[src/rtl/demux_1an_rx_pkg.sv]
// Shared definitions for the 1-to-N receive demultiplexer.
package demux_1an_rx_pkg;

  localparam int MODE_IMMEDIATE = 0;
  localparam int MODE_FRAME     = 1;

  // Lane pointer width; never below one bit, since LANES is at least 2.
  function automatic int sel_width(input int lanes);
    return (lanes <= 2) ? 1 : $clog2(lanes);
  endfunction

  // Low bit of a lane's slice in the flat data_out bus.
  function automatic int lane_lo(input int lane, input int width);
    return lane * width;
  endfunction

endpackage

[src/rtl/demux_lane_ptr.sv]
// Wrapping lane pointer. Realign has priority and resets the pointer to lane 0.
module demux_lane_ptr
  import demux_1an_rx_pkg::*;
#(
  parameter  int LANES = 2,
  localparam int SELW  = sel_width(LANES)
) (
  input  logic            clk_2f,
  input  logic            reset_L,
  input  logic            valid_in,
  input  logic            align_in,
  output logic [SELW-1:0] sel,
  output logic            wrap
);

  localparam logic [SELW-1:0] TOP = SELW'(LANES - 1);

  // Advance on each accepted word; wrap pulses the cycle after the top lane is taken.
  always_ff @(posedge clk_2f) begin
    if (!reset_L) begin
      sel  <= '0;
      wrap <= 1'b0;
    end else begin
      wrap <= valid_in && !align_in && (sel == TOP);
      if (align_in)
        sel <= valid_in ? SELW'(1) : '0;
      else if (valid_in)
        sel <= (sel == TOP) ? '0 : sel + SELW'(1);
    end
  end

endmodule

[src/rtl/demux_1an_rx.sv]
// 1-to-N round-robin receive demultiplexer with realign and optional frame release.
module demux_1an_rx
  import demux_1an_rx_pkg::*;
#(
  parameter  int WIDTH   = 8,
  parameter  int LANES   = 2,
  parameter  int ALIGNED = MODE_IMMEDIATE,
  localparam int SELW    = sel_width(LANES)
) (
  input  logic                   clk_2f,
  input  logic                   reset_L,
  input  logic                   valid_in,
  input  logic [WIDTH-1:0]       data_in,
  input  logic                   align_in,
  output logic [LANES-1:0]       valid_out,
  output logic [LANES*WIDTH-1:0] data_out,
  output logic [SELW-1:0]        sel_out,
  output logic                   frame_done
);

  localparam logic [SELW-1:0] TOP = SELW'(LANES - 1);

  logic [SELW-1:0] sel;
  logic            wrap;
  logic [SELW-1:0] lane;

  // A realigned word always lands in lane 0 regardless of the old pointer.
  assign lane       = align_in ? '0 : sel;
  assign sel_out    = sel;
  assign frame_done = wrap;

  demux_lane_ptr #(.LANES(LANES)) u_ptr (
    .clk_2f   (clk_2f),
    .reset_L  (reset_L),
    .valid_in (valid_in),
    .align_in (align_in),
    .sel      (sel),
    .wrap     (wrap)
  );

  if (ALIGNED == MODE_FRAME) begin : g_frame
    logic [WIDTH-1:0] stage [LANES-1];
    logic [LANES-2:0] stage_vld;
    logic             top_hit;

    assign top_hit = valid_in && !align_in && (sel == TOP);

    // Stage lanes 0..LANES-2, then release the whole frame with the top-lane word.
    always_ff @(posedge clk_2f) begin
      if (!reset_L) begin
        valid_out <= '0;
        data_out  <= '0;
        stage_vld <= '0;
        for (int i = 0; i < LANES - 1; i++) stage[i] <= '0;
      end else begin
        valid_out <= '0;
        if (align_in) stage_vld <= '0;
        if (top_hit) begin
          if (&stage_vld) begin
            for (int i = 0; i < LANES - 1; i++)
              data_out[lane_lo(i, WIDTH) +: WIDTH] <= stage[i];
            data_out[lane_lo(LANES - 1, WIDTH) +: WIDTH] <= data_in;
            valid_out <= '1;
          end
          stage_vld <= '0;
        end else if (valid_in) begin
          for (int i = 0; i < LANES - 1; i++) begin
            if (lane == SELW'(i)) begin
              stage[i]     <= data_in;
              stage_vld[i] <= 1'b1;
            end
          end
        end
      end
    end
  end else begin : g_immediate
    // Each word goes straight to its lane; lanes keep their last value when idle.
    always_ff @(posedge clk_2f) begin
      if (!reset_L) begin
        valid_out <= '0;
        data_out  <= '0;
      end else begin
        for (int i = 0; i < LANES; i++) begin
          valid_out[i] <= valid_in && (lane == SELW'(i));
          if (valid_in && (lane == SELW'(i)))
            data_out[lane_lo(i, WIDTH) +: WIDTH] <= data_in;
        end
      end
    end
  end

endmodule

[config.mk]
export PLATFORM = sky130hd
export DESIGN_NAME = demux_1an_rx
export DESIGN_NICKNAME = d
export VERILOG_FILES = /design/src/rtl/demux_1an_rx_pkg.sv /design/src/rtl/demux_lane_ptr.sv /design/src/rtl/demux_1an_rx.sv
export SDC_FILE = /design/constraint.sdc
export NUM_CORES = 1
export LEC_CHECK = 0
export CAP_MARGIN = 0
export CORE_MARGIN = 1
export CORE_UTILIZATION = 36
export DETAILED_ROUTE_END_ITERATION = 12
export HOLD_SLACK_MARGIN = 0.08
export PLACE_DENSITY = 0.81
export SYNTH_ARGS = -nofsm -noshare
export SYNTH_HDL_FRONTEND = slang
export SYNTH_HIERARCHICAL = 1
export SYNTH_SLANG_ARGS = --single-unit
[constraint.sdc]
create_clock -name clk_2f -period 0.9 [get_ports clk_2f]
set_input_delay 0.18 -clock clk_2f [delete_from_list [all_inputs] [get_ports clk_2f]]
set_output_delay 0.18 -clock clk_2f [all_outputs]
set_load 0.01 [all_outputs]
### Word-level counts from Yosys, hierarchy flattened

Cells that the tools add are included.

| storage, ports and cells | value |
|---|---|
| bits in registers | 20 |
| bits of input ports | 12 |
| output and inout bits | 20 |
| word-level logic and storage cells | 18 |

| cells by class | value |
|---|---|
| add/subtract/negate cells | 1 |
| muxes and demuxes | 5 |
| bitwise logic cells | 1 |
| reductions and logical operators | 6 |

Operators by type and width:

| cell | count |
|---|---|
| $mux 1 | 5 |
| $logic_and 1x1->1 | 4 |
| $reduce_bool 2->1 | 1 |
| $add 1x1->1 const B | 1 |
| $logic_not 1->1 | 1 |
| $not 1->1 | 1 |

### Depth between registers and ports, before layout

Gate-level depths: netlist of run 1.

| logic depth | value |
|---|---|
| word-level depth | 4 |
| depth in mapped cells | 4 |
| mapped depth without buffers | 3 |

### Modules after synthesis

Netlist of run 1, hierarchy kept.

By module, submodules not included:

| module | instances | cells each | area an instance (um^2) | sequential area each (um^2) |
|---|---|---|---|---|
| demux_1an_rx | 1 | 68 | 655.6 | 360.3 |
| demux_lane_ptr | 1 | 7 | 80.1 | 40.0 |

### Least setup slack after synthesis of run 1

No wires, ideal clock.

| timing | value |
|---|---|
| path kind | register to register |
| from | register u_ptr.sel |
| to | register data_out[0] |
| setup time | 0.072 ns |
| data arrival time | 0.939 ns |
| data required time | 0.828 ns |
| setup slack | -0.110 ns |
| cell stages (with the launch flop) | 4 |
| buffers on the path | 0 |
| period minus slack after synthesis | 1.010 ns |
| path through | dfxtp_1 nand2b_2 nand2_2 mux2i_1 |

| between the ends | value |
|---|---|
| word-level cells in the longest chain between the ends | 3 |

Ends and longest elaborated chain:

| what | RTL line | source |
|---|---|---|
| start: declaration | demux_lane_ptr.sv:12 | `output logic [SELW-1:0] sel,` |
| start signal: assignment | demux_lane_ptr.sv:26 | `sel <= valid_in ? SELW'(1) : '0;` |
| start signal: assignment | demux_lane_ptr.sv:28 | `sel <= (sel == TOP) ? '0 : sel + SELW'(1);` |
| $mux 1 | demux_1an_rx.sv:28 | `assign lane = align_in ? '0 : sel;` |
| $not 1->1 | demux_1an_rx.sv:85 | `if (valid_in && (lane == SELW'(i)))` |
| $logic_and 1x1->1 | demux_1an_rx.sv:85 |  |
| end signal: indexed assignment | demux_1an_rx.sv:86 | `data_out[lane_lo(i, WIDTH) +: WIDTH] <= data_in;` |
| end: declaration | demux_1an_rx.sv:16 | `output logic [LANES*WIDTH-1:0] data_out,` |

Every way passes these cells.
A chain may end at the register's enable or synchronous reset.

### Worst setup path in the final report of run 1

| timing | value |
|---|---|
| from | register data_out[10] |
| to | output port data_out[10] |

No word-level cell between the ends.

==> results of run 1 <==
## sequential cells by signal (all words and copies together), names as in the netlist
signal	flops
u_ptr/sel	1
data_out	16
u_ptr/wrap	1
valid_out	2
## power by group
part	total, mW	internal, mW	switching (mW)
Combinational	0.335	0.189	0.145
Sequential	0.958	0.932	0.0257
Clock	0.746	0.451	0.295
## worst max-delay path by stage
stage                     slack (ps)  cells past startpoint      endpoint
final                            -70                      1  data_out[10]
after global routing            -100                      4   data_out[7]
after global placement          -360                      4   data_out[1]
after floorplan                   20                      4  data_out[10]
after CTS                        -50                      1       sel_out
after detailed placement        -390                      4   data_out[2]
## routing by layer
metal / global-route usage / share of wire / vias up
li1: - / - / 338
met1: 0.204 / 0.43 / 311
met2: 0.308 / 0.50 / 21
met3: 0.0577 / 0.049 / 4
met4: 0.0857 / 0.019 / 0
met5: 0 / 0 / -
## metrics by stage
stage / hold slack, ps / cells / instance area, um^2
2_1_floorplan: 312 / 75 / 742
3_3_place_gp: 448 / 133 / 1110
3_5_place_dp: 452 / 133 / 1110
4_1_cts: 439 / 140 / 1260
5_1_grt: 422 / 141 / 1310
6_report: 421 / 141 / 1310
## kinds of logic (layout without fill, tap and decap cells)
kind of cell / Yosys count / count (layout) / share of synthesized area
AND/OR/NAND/NOR: 34 / 35 / 0.250
flip-flops: 20 / 20 / 0.544
AO/OA/AOI/OAI: 9 / 9 / 0.0612
multiplexers: 8 / 8 / 0.109
buffers and inverters: 4 / 44 / 0.0357
## tightest hold or removal path: cells and delay by family
| kind | cells | cell delay, ps |
|---|---|---|
| compound gates | 1 | 60 |
| buf+inv | 1 | 400 |
| simple gates | 1 | 80 |
## repair_timing
| action | 4_1_cts | 5_1_grt |
|---|---|---|
| cloned | 1 | 0 |
| resized for setup | 123 | 12 |
| setup buffers | 2 | 1 |
| pin swaps | 3 | 7 |
| setup endpoints to repair | 37 | 37 |
## Yosys cell counts, drive strengths merged
cell type and number:
nand3 8, nand4bb 1, o21ai 9, mux2i 8, and3 1, nand2 19, nand3b 1, dfxtp 20
nand2b 1, nor2 1, nor2b 2, buf 4
## cell type report
class | instances | area, um^2
Fill cell | 121 | 507
Timing Repair Buffer | 40 | 402
Sequential cell | 20 | 423
Clock inverter | 1 | 30.0
Tap cell | 25 | 31.3
Multi-Input combinational cell | 52 | 405
Clock buffer | 3 | 22.5
==> impl_metrics.sql, run 1 <==
INSERT INTO impl_metrics (metric_group, metric, value, unit) VALUES
('status', 'run_status', 'finished, violations left', ''),
('status', 'violations', 'negative setup slack', ''),
('cts', 'hold_buffers', '0', ''),
('critical_path', 'timing.critical_path.buf_inv', '1', ''),
('detailed_routing', 'routed_via_density', '4.78', ''),
('critical_path', 'setup_crit_end_kind', 'primary output', ''),
('global_routing', 'gr-total-overflow', '0', ''),
('timing', 'final-max-slew-violation-count', '0', ''),
('worst_hold_path', 'hold_path.class', 'primary input to flip-flop', ''),
('detailed_routing', 'dr.first_iter.drc_count', '16', ''),
('timing', 'final_period_minus_worst_setup_slack', '970', 'ps'),
('critical_path', 'cpMaxStageDelayCell', 'dfxtp_2', ''),
('cts', 'clkTransAtPathRegs', '120', 'ps'),
('timing', 'tightest_slew', '275', 'ps'),
('detailed_routing', 'via_count', '674', ''),
('detailed_routing', 'wl', '1.88', 'mm'),
('timing', 'fmaxAchievable', '1030', 'MHz'),
('timing', 'finalSetupTns', '-1190', 'ps'),
('layout', 'antennaDiodeCount', '0', ''),
('die', 'die_y', '47.2', 'um'),
('critical_path', 'cpLargestDelayFamily', 'flip-flops', ''),
('timing', 'grt_setup_unrepaired', 'true', ''),
('critical_path', 'regToRegSetupSlack', '-40', 'ps'),
('detailed_routing', 'ant_nets', '0', ''),
('yosys', 'netlist.area_leader.share', '0.544', ''),
('power_and_ir_drop', 'total_power', '2.04', 'mW'),
('critical_path', 'critical_path.startpoint', 'data_out[10]', ''),
('yosys', 'synth.lib_cells_used.distinct', '16', ''),
('placed_design', 'post_place_setup_slack', '-390', 'ps'),
('timing', 'max_clock_skew', '13.1', 'ps'),
('yosys', 'biggest_area_contributors_in_the_synthesized_netlist', 'dfxtp_1 54%, mux2i_1 11%, nand2_1 9.2%', ''),
('timing', 'timing.final.ws_setup', '-69.7', 'ps'),
('global_routing', 'grt_max_degree', '29', ''),
('power_and_ir_drop', 'total_leakage_power', '0.594', 'nW'),
('yosys', 'yosysWarningCount', '6', ''),
('cts', 'clk_path_buf_depth', '2', ''),
('worst_hold_path', 'hold_path_depth', '3', ''),
('layout', 'ratio_of_cells_with_drive_above_1_in_the_final_layout', '0.586', ''),
('timing', 'post-route-period-util', '1.08', ''),
('yosys', 'largest_area_contributor_in_the_synthesized_netlist', 'dfxtp_1', ''),
('yosys', 'synth_cells', '75', ''),
('critical_path', 'cp.arrival', '790', 'ps'),
('cts', 'insertion_delay', '320', 'ps'),
('cts', 'clock_tree.htree_level_count', '1', ''),
('die', 'die_area', '0.00223', 'mm^2'),
('global_routing', 'grt_pass1_vias', '626', ''),
('critical_path', 'critical_path.reg2reg.startpoint', 'u_ptr/sel', ''),
('critical_path', 'critical_path_required', '720', 'ps'),
('cts', 'cts.sinks', '20', ''),
('yosys', 'synth_fp_nets', '87', ''),
('die', 'die_width', '47.2', 'um'),
('critical_path', 'timing.critical_path.from_type', 'flip-flop', ''),
('global_routing', 'groute.usage.overall', '0.181', ''),
('layout', 'flow.area_growth_from_synthesis', '78.6', '%'),
('timing', 'timing.final.setup_violations', '30', ''),
('flow_run', 'drv_cap', '0', ''),
('critical_path', 'rr_endpoint', 'data_out[15]', ''),
('critical_path', 'timing_worst_setup_path_type', 'flip-flop to primary output', ''),
('critical_path', 'critical_path.cell_chain', 'buf_6', ''),
('layout', 'final_net_count', '129', ''),
('worst_hold_path', 'hold_path_startpoint', 'data_in[0]', ''),
('placed_design', 'gp_congestion', '0.698', ''),
('power_and_ir_drop', 'pwr_density_cell', '1550', 'mW/mm^2'),
('layout', 'mostFrequentLayoutCell', 'buf_6', ''),
('timing', 'hold_viol_final', '0', ''),
('detailed_routing', 'drt_first_pass_iters', '4', ''),
('yosys', 'register_area_share_after_synthesis', '0.544', ''),
('die', 'rows', '15', ''),
('placed_design', 'port_buffers', '31', ''),
('die', 'top_level_ports', '32', ''),
('detailed_routing', 'drcViolationCount', '0', '');
Power figures use the tool's default switching activity.
==> inputs of run 2 (changes only) <==
Settings changed: CTS_BUF_LIST set to sky130_fd_sc_hd__clkbuf_4 sky130_fd_sc_hd__clkbuf_8 sky130_fd_sc_hd__clkbuf_16.
==> results of run 2 <==
Final layout, timing and power as in run 1 (identical DEF).
